File: src/rtl/dma_pkg.sv
// Shared constants and types for the two-channel DMA controller.
//   ADDR_W     memory address and word-count width
//   DATA_W     memory word width
//   MEM_DEPTH  number of valid memory words; only the DMA_BOUNDS_CHECK_EN build uses it
//   state_t    sequencer states
//   desc_t     latched transfer descriptor {src, dst, len}
//   fits()     true when base+len stays inside the memory, computed one bit wider than ADDR_W
package dma_pkg;

    localparam int ADDR_W    = 8;
    localparam int DATA_W    = 32;
    localparam int MEM_DEPTH = 192;

    localparam logic [ADDR_W:0] MEM_LIMIT = (ADDR_W+1)'(MEM_DEPTH);

    typedef enum logic [2:0] {
        IDLE,
        RD,
        CAP,
        WR,
        DONE
    } state_t;

    typedef struct packed {
        logic [ADDR_W-1:0] src;
        logic [ADDR_W-1:0] dst;
        logic [ADDR_W-1:0] len;
    } desc_t;

    function automatic logic fits(input logic [ADDR_W-1:0] base, input logic [ADDR_W-1:0] len);
        return ({1'b0, base} + {1'b0, len}) <= MEM_LIMIT;
    endfunction

endpackage

File: src/rtl/dma_rr_arbiter.sv
// Two-way round-robin arbiter.
//   clk, reset  clock and synchronous active-high reset (pointer returns to channel 0)
//   req         per-channel request
//   accept      the requester took the offered grant this cycle
//   valid       at least one request is pending
//   gnt         index of the channel offered the grant
// The pointer channel wins when it requests; after every accepted grant the
// pointer moves to the channel that was not granted.
module dma_rr_arbiter (
    input  logic       clk,
    input  logic       reset,
    input  logic [1:0] req,
    input  logic       accept,
    output logic       valid,
    output logic       gnt
);

    logic ptr_q;

    always_comb begin
        valid = |req;
        gnt   = req[ptr_q] ? ptr_q : ~ptr_q;
    end

    always_ff @(posedge clk) begin
        if (reset) begin
            ptr_q <= 1'b0;
        end else if (accept && valid) begin
            ptr_q <= ~gnt;
        end
    end

endmodule

File: src/rtl/dma_channel_ctrl.sv
// Two-channel DMA controller copying word blocks inside the shared data memory.
//   clk, reset   clock and synchronous active-high reset
//   ch_req       per-channel level request
//   ch_src/dst   per-channel start addresses, channel n at [ADDR_W*n +: ADDR_W]
//   ch_len       per-channel word count, 0..255
//   ch_ack       1-cycle pulse when a descriptor is latched
//   ch_done      1-cycle pulse when a transfer finishes
//   ch_err       1-cycle pulse when a descriptor is rejected (bounds-check build only)
//   busy         high from the ack cycle through the done cycle
//   mem_wr       1 = write mem_wdata to mem_addr, 0 = read
//   mem_addr     memory address; arithmetic wraps modulo 2^ADDR_W
//   mem_wdata    write data
//   mem_rdata    read data, valid the cycle after a read address is presented
// Build option: define DMA_BOUNDS_CHECK_EN to reject descriptors that run past MEM_DEPTH.
// The memory's bidirectional data bus is formed outside this block from mem_wdata/mem_rdata/mem_wr.
//
// state | meaning
// IDLE  | wait for a request; grant, latch descriptor, pulse ack (or err)
// RD    | present src+idx as a read address
// CAP   | capture the returned word
// WR    | write the captured word to dst+idx, advance idx
// DONE  | pulse done for the granted channel
module dma_channel_ctrl
    import dma_pkg::*;
(
    input  logic                clk,
    input  logic                reset,
    input  logic [1:0]          ch_req,
    input  logic [2*ADDR_W-1:0] ch_src,
    input  logic [2*ADDR_W-1:0] ch_dst,
    input  logic [2*ADDR_W-1:0] ch_len,
    output logic [1:0]          ch_ack,
    output logic [1:0]          ch_done,
    output logic [1:0]          ch_err,
    output logic                busy,
    output logic                mem_wr,
    output logic [ADDR_W-1:0]   mem_addr,
    output logic [DATA_W-1:0]   mem_wdata,
    input  logic [DATA_W-1:0]   mem_rdata
);

    state_t              state_q, state_d;
    desc_t               desc_q, desc_d;
    logic [ADDR_W-1:0]   idx_q, idx_d;
    logic [ADDR_W-1:0]   idx_inc;
    logic                chan_q, chan_d;
    logic [DATA_W-1:0]   data_q, data_d;

    logic                arb_valid;
    logic                arb_gnt;
    logic                arb_accept;
    logic                reject;
    desc_t               req_desc;

    // Requests are masked while reset is high so no ack can escape in that cycle.
    dma_rr_arbiter u_arb (
        .clk    (clk),
        .reset  (reset),
        .req    (ch_req & {2{~reset}}),
        .accept (arb_accept),
        .valid  (arb_valid),
        .gnt    (arb_gnt)
    );

    always_comb begin
        req_desc.src = arb_gnt ? ch_src[ADDR_W +: ADDR_W] : ch_src[0 +: ADDR_W];
        req_desc.dst = arb_gnt ? ch_dst[ADDR_W +: ADDR_W] : ch_dst[0 +: ADDR_W];
        req_desc.len = arb_gnt ? ch_len[ADDR_W +: ADDR_W] : ch_len[0 +: ADDR_W];
    end

`ifdef DMA_BOUNDS_CHECK_EN
    assign reject = !fits(req_desc.src, req_desc.len) || !fits(req_desc.dst, req_desc.len);
`else
    assign reject = 1'b0;
`endif

    assign idx_inc = idx_q + ADDR_W'(1);

    always_comb begin
        state_d    = state_q;
        desc_d     = desc_q;
        idx_d      = idx_q;
        chan_d     = chan_q;
        data_d     = data_q;
        arb_accept = 1'b0;
        ch_ack     = '0;
        ch_done    = '0;
        ch_err     = '0;
        busy       = 1'b0;
        mem_wr     = 1'b0;
        mem_addr   = '0;
        mem_wdata  = '0;

        case (state_q)
            IDLE: begin
                if (arb_valid) begin
                    // A rejected descriptor still consumes the turn so the other channel is not starved.
                    arb_accept = 1'b1;
                    if (reject) begin
                        ch_err[arb_gnt] = 1'b1;
                    end else begin
                        ch_ack[arb_gnt] = 1'b1;
                        busy            = 1'b1;
                        desc_d          = req_desc;
                        idx_d           = '0;
                        chan_d          = arb_gnt;
                        state_d         = (req_desc.len == '0) ? DONE : RD;
                    end
                end
            end
            RD: begin
                busy     = 1'b1;
                mem_addr = desc_q.src + idx_q;
                state_d  = CAP;
            end
            CAP: begin
                busy    = 1'b1;
                data_d  = mem_rdata;
                state_d = WR;
            end
            WR: begin
                busy      = 1'b1;
                mem_wr    = 1'b1;
                mem_addr  = desc_q.dst + idx_q;
                mem_wdata = data_q;
                idx_d     = idx_inc;
                state_d   = (idx_inc == desc_q.len) ? DONE : RD;
            end
            DONE: begin
                busy            = 1'b1;
                ch_done[chan_q] = 1'b1;
                state_d         = IDLE;
            end
            default: begin
                state_d = IDLE;
            end
        endcase
    end

    always_ff @(posedge clk) begin
        if (reset) begin
            state_q <= IDLE;
            desc_q  <= '0;
            idx_q   <= '0;
            chan_q  <= 1'b0;
            data_q  <= '0;
        end else begin
            state_q <= state_d;
            desc_q  <= desc_d;
            idx_q   <= idx_d;
            chan_q  <= chan_d;
            data_q  <= data_d;
        end
    end

endmodule

File: config.mk
export PLATFORM = sky130hd
export DESIGN_NAME = dma_channel_ctrl
export DESIGN_NICKNAME = d
export VERILOG_FILES = /design/src/rtl/dma_pkg.sv /design/src/rtl/dma_rr_arbiter.sv /design/src/rtl/dma_channel_ctrl.sv
export SDC_FILE = /design/constraint.sdc
export NUM_CORES = 1
export LEC_CHECK = 0
export CAP_MARGIN = 20
export CORE_MARGIN = 2
export CORE_UTILIZATION = 35
export DETAILED_ROUTE_END_ITERATION = 10
export DONT_BUFFER_PORTS = 1
export REMOVE_ABC_BUFFERS = 1
export SLEW_MARGIN = 20
export SYNTH_ARGS = -nofsm -noshare
export SYNTH_HDL_FRONTEND = slang
export SYNTH_HIERARCHICAL = 1
export SYNTH_SLANG_ARGS = --single-unit
File: constraint.sdc
create_clock -name clk -period 7.2 [get_ports clk]
set_input_delay 1.08 -clock clk [delete_from_list [all_inputs] [get_ports clk]]
set_output_delay 1.08 -clock clk [all_outputs]
set_load 0.02 [all_outputs]
==> metrics.yaml <==
status: "finished clean"
rr_endpoint: "idx_q[3]"
reg2regPathDepth: 7
synthCells: 486
worstMarginPinSlew_ns: 0.948
synth_seq_area_share_pct: 36.7
fin_crit_ns: 6.11
core_mm2: 0.0104
p_total_mw: 1.06
io_pins: 132
skew_ns: 0.00820
ys.flop_type: "dfxtp_1"
rows: 37
cts_root_buffer: "clkbuf_8"
p_per_area_mw_per_mm2: 263
synthTopCellsByArea: "dfxtp_1, nand2_1, mux2i_1"
finalSetupViolations: 0
postRouteAntennaNets: 0
drv_cap: 0
grt_max_degree: 72
fin_setup_tns_ns: 0
clkTransAtPathRegs_ns: 0.08
slew_headroom_pct: 36.8
synth_top_area_share_pct: 36.7
slowest_delay_ns: 0.82
syn_to_final_growth_pct: 6.62
ctsHoldBuffers: 0
h-tree-depth: 3
wl_per_cell_um: 15.9
synth_compound_area_share_pct: 15.6
power.leakage_nw: 1.67
yosysWarningCount: 6
postCtsSetupRepairBufs: 0
clock_path_buffers: 2
dieArea_mm2: 0.0116
hold_end: "data_q[26]"
yosysTopAreaCell: "dfxtp_1"
globalplace.congestion: 0.789
fin_util_pct: 38.7
grt_pass1_vias: 2963
port_buffers: 0
cts_resized: 0
avgViaCountPerCell: 5.26
chipHeight_um: 108
synth-xor-area-share_pct: 3.03
start_util_pct: 36.3
num_antenna_cells: 0
worstSetupStartpointType: "register"
cp_slowest_cell: "and2b_1"
synth.distinct_cells: 46
final-hold-violation-count: 0
grt-ovfl-total: 0
r2r-start: "state_q[0]"
syn_area_mm2: 0.00376
min_path_cells: 2
dp.cells: 586
final_nets: 554
synth_edf_count: 0
drc_errors: 0
synth_simple_gate_area_share_pct: 28.4
dr.pass1.iters: 4
antenna_found_initial: 0
worst-path-max-fanout: 34
hp-class: "reg2reg"
cts_buffers: 9
clk_latency_ns: 0.34
hp-start: "data_q[26]"
cts_sinks: 69
regToRegSetupSlack_ns: 3.92
max_freq_ghz: 0.164
period_share_pct: 84.8
crit_path_start: "state_q[0]"
grt_pass1_wl_um: 15200
rsz0062_at_grt: "false"
critical_path_arrival_ns: 5.03
synthMuxAreaShare_pct: 7.45
cpMostUsedCell: "nand2_1"
cts_tree: "done"
drtIter0Drc: 181
fin_cells: 602
vias: 3164
path_class: "reg2out"
grt_use_total_pct: 16.7
vdd_drop_max_uv: 81.8
critPathCaptureType: "primary output"
synthAdderAreaFrac_pct: 3.19
slew_violations: 0
post_synth.cell_area_avg_um2: 7.74
drive_above_1_share_pct: 6.01
fp.dieW_um: 108
synth_top_family_by_area: "simple AND/OR/NAND/NOR gates"
routed_wl_um: 9570
synthArstFlopShare_pct: 0
worstPathRequired_ns: 6.12
cp_cell_sequence: "and2b_1 > nand2_1 > inv_1 > nand2_1 > nand2_1 > ha_1 > inv_1 > fa_1 > nor2b_1 > o21ai_0 > a21boi_0 > o21a_1 > nor3_1 > nor3_1"
dp_hpwl_um: 6710
ys_ff_latch: 69
==> sequential cells by signal, indices dropped and copies added (netlist names) <==
signal       flops
idx_q            8
chan_q           1
desc_q          24
data_q          32
u_arb/ptr_q      1
state_q          3
==> critical path: cells and delay by family (launching register included) <==
kind	cells	cell delay, ns
AO/OA/AOI/OAI	3	0.55
adder cells (fa/ha/maj)	2	0.54
buffers and inverters	2	0.73
flip-flops	1	0.58
AND/OR/NAND/NOR	7	2.27
==> through the flow <==
stage	setup WS [ns]	area, um2	hold WS, ns
final	1.09	4010	0.446
after global routing	0.543	4010	0.462
after CTS	1.04	4010	0.446
after detailed placement	1.45	3800	0.436
after global placement	1.62	3800	0.431
after floorplan	2.46	3580	0.426
==> synthesized netlist by cell type (all sizes together) (2+ instances only) <==
library cell  instances
xor2                  7
and4                  2
mux2i                28
nor2b                 5
xnor2                 6
nand3                 5
ha                    8
a21o                  5
o21ai                 9
dfxtp                69
a21boi                2
a211oi               24
buf                  21
nand2                94
nor3                 13
nor3b                 2
and3                 33
clkbuf               20
a21oi                44
o21a                  3
nor4                  5
nand3b                4
and2                  2
inv                   6
a31oi                 2
nand2b                4
nor2                 48
==> worst max-delay path by stage <==
stage | endpoint | slack (ns)
6_report | mem_addr[6] | 1.09
4_1_cts | mem_addr[6] | 1.04
2_1_floorplan | ch_ack[1] | 2.46
3_3_place_gp | mem_addr[6] | 1.62
3_5_place_dp | mem_addr[6] | 1.45
5_1_grt | mem_addr[6] | 0.54
==> cell type report <==
cell class	instances	area (um2)
tap	136	170
multi-input combinational	371	2190
timing repair buffer	4	30.0
sequential	69	1380
fill	1092	6360
clock inverter	6	87.6
clock buffer	10	128
inverter	6	22.5
==> per-layer routing <==
metal / part of all wire (%) / track usage (%)
met1: 47 / 21.9
met2: 46 / 26.4
met3: 5.1 / 3.57
met4: 1.9 / 7.14
met5: 0 / 0
==> report_power, final <==
| part | internal [mW] | leakage (nW) | switching (mW) |
|---|---|---|---|
| clock network | 0.195 | 0.110 | 0.149 |
| logic | 0.0893 | 0.999 | 0.162 |
| registers | 0.430 | 0.564 | 0.0308 |
==> placed cells by master, fill, tap and decap left out, types with 7 or more instances in the layout <==
cell type,netlist,layout
nand2_1,94,94
dfxtp_1,69,69
nor2_1,46,46
a21oi_1,43,43
and3_1,33,33
mux2i_1,28,27
a211oi_1,24,24
nor3_1,13,13
o21ai_0,9,9
clkbuf_8,0,9
ha_1,8,8
xor2_1,7,7
==> kinds of logic after synthesis <==
kind of cell	after synthesis
xor+xnor	13
simple gates	224
buf+inv	47
flops	69
mux	28
fa+ha+maj	9
compound gates	95
other cells	1
Note: power is estimated with default switching activity, not from simulation.
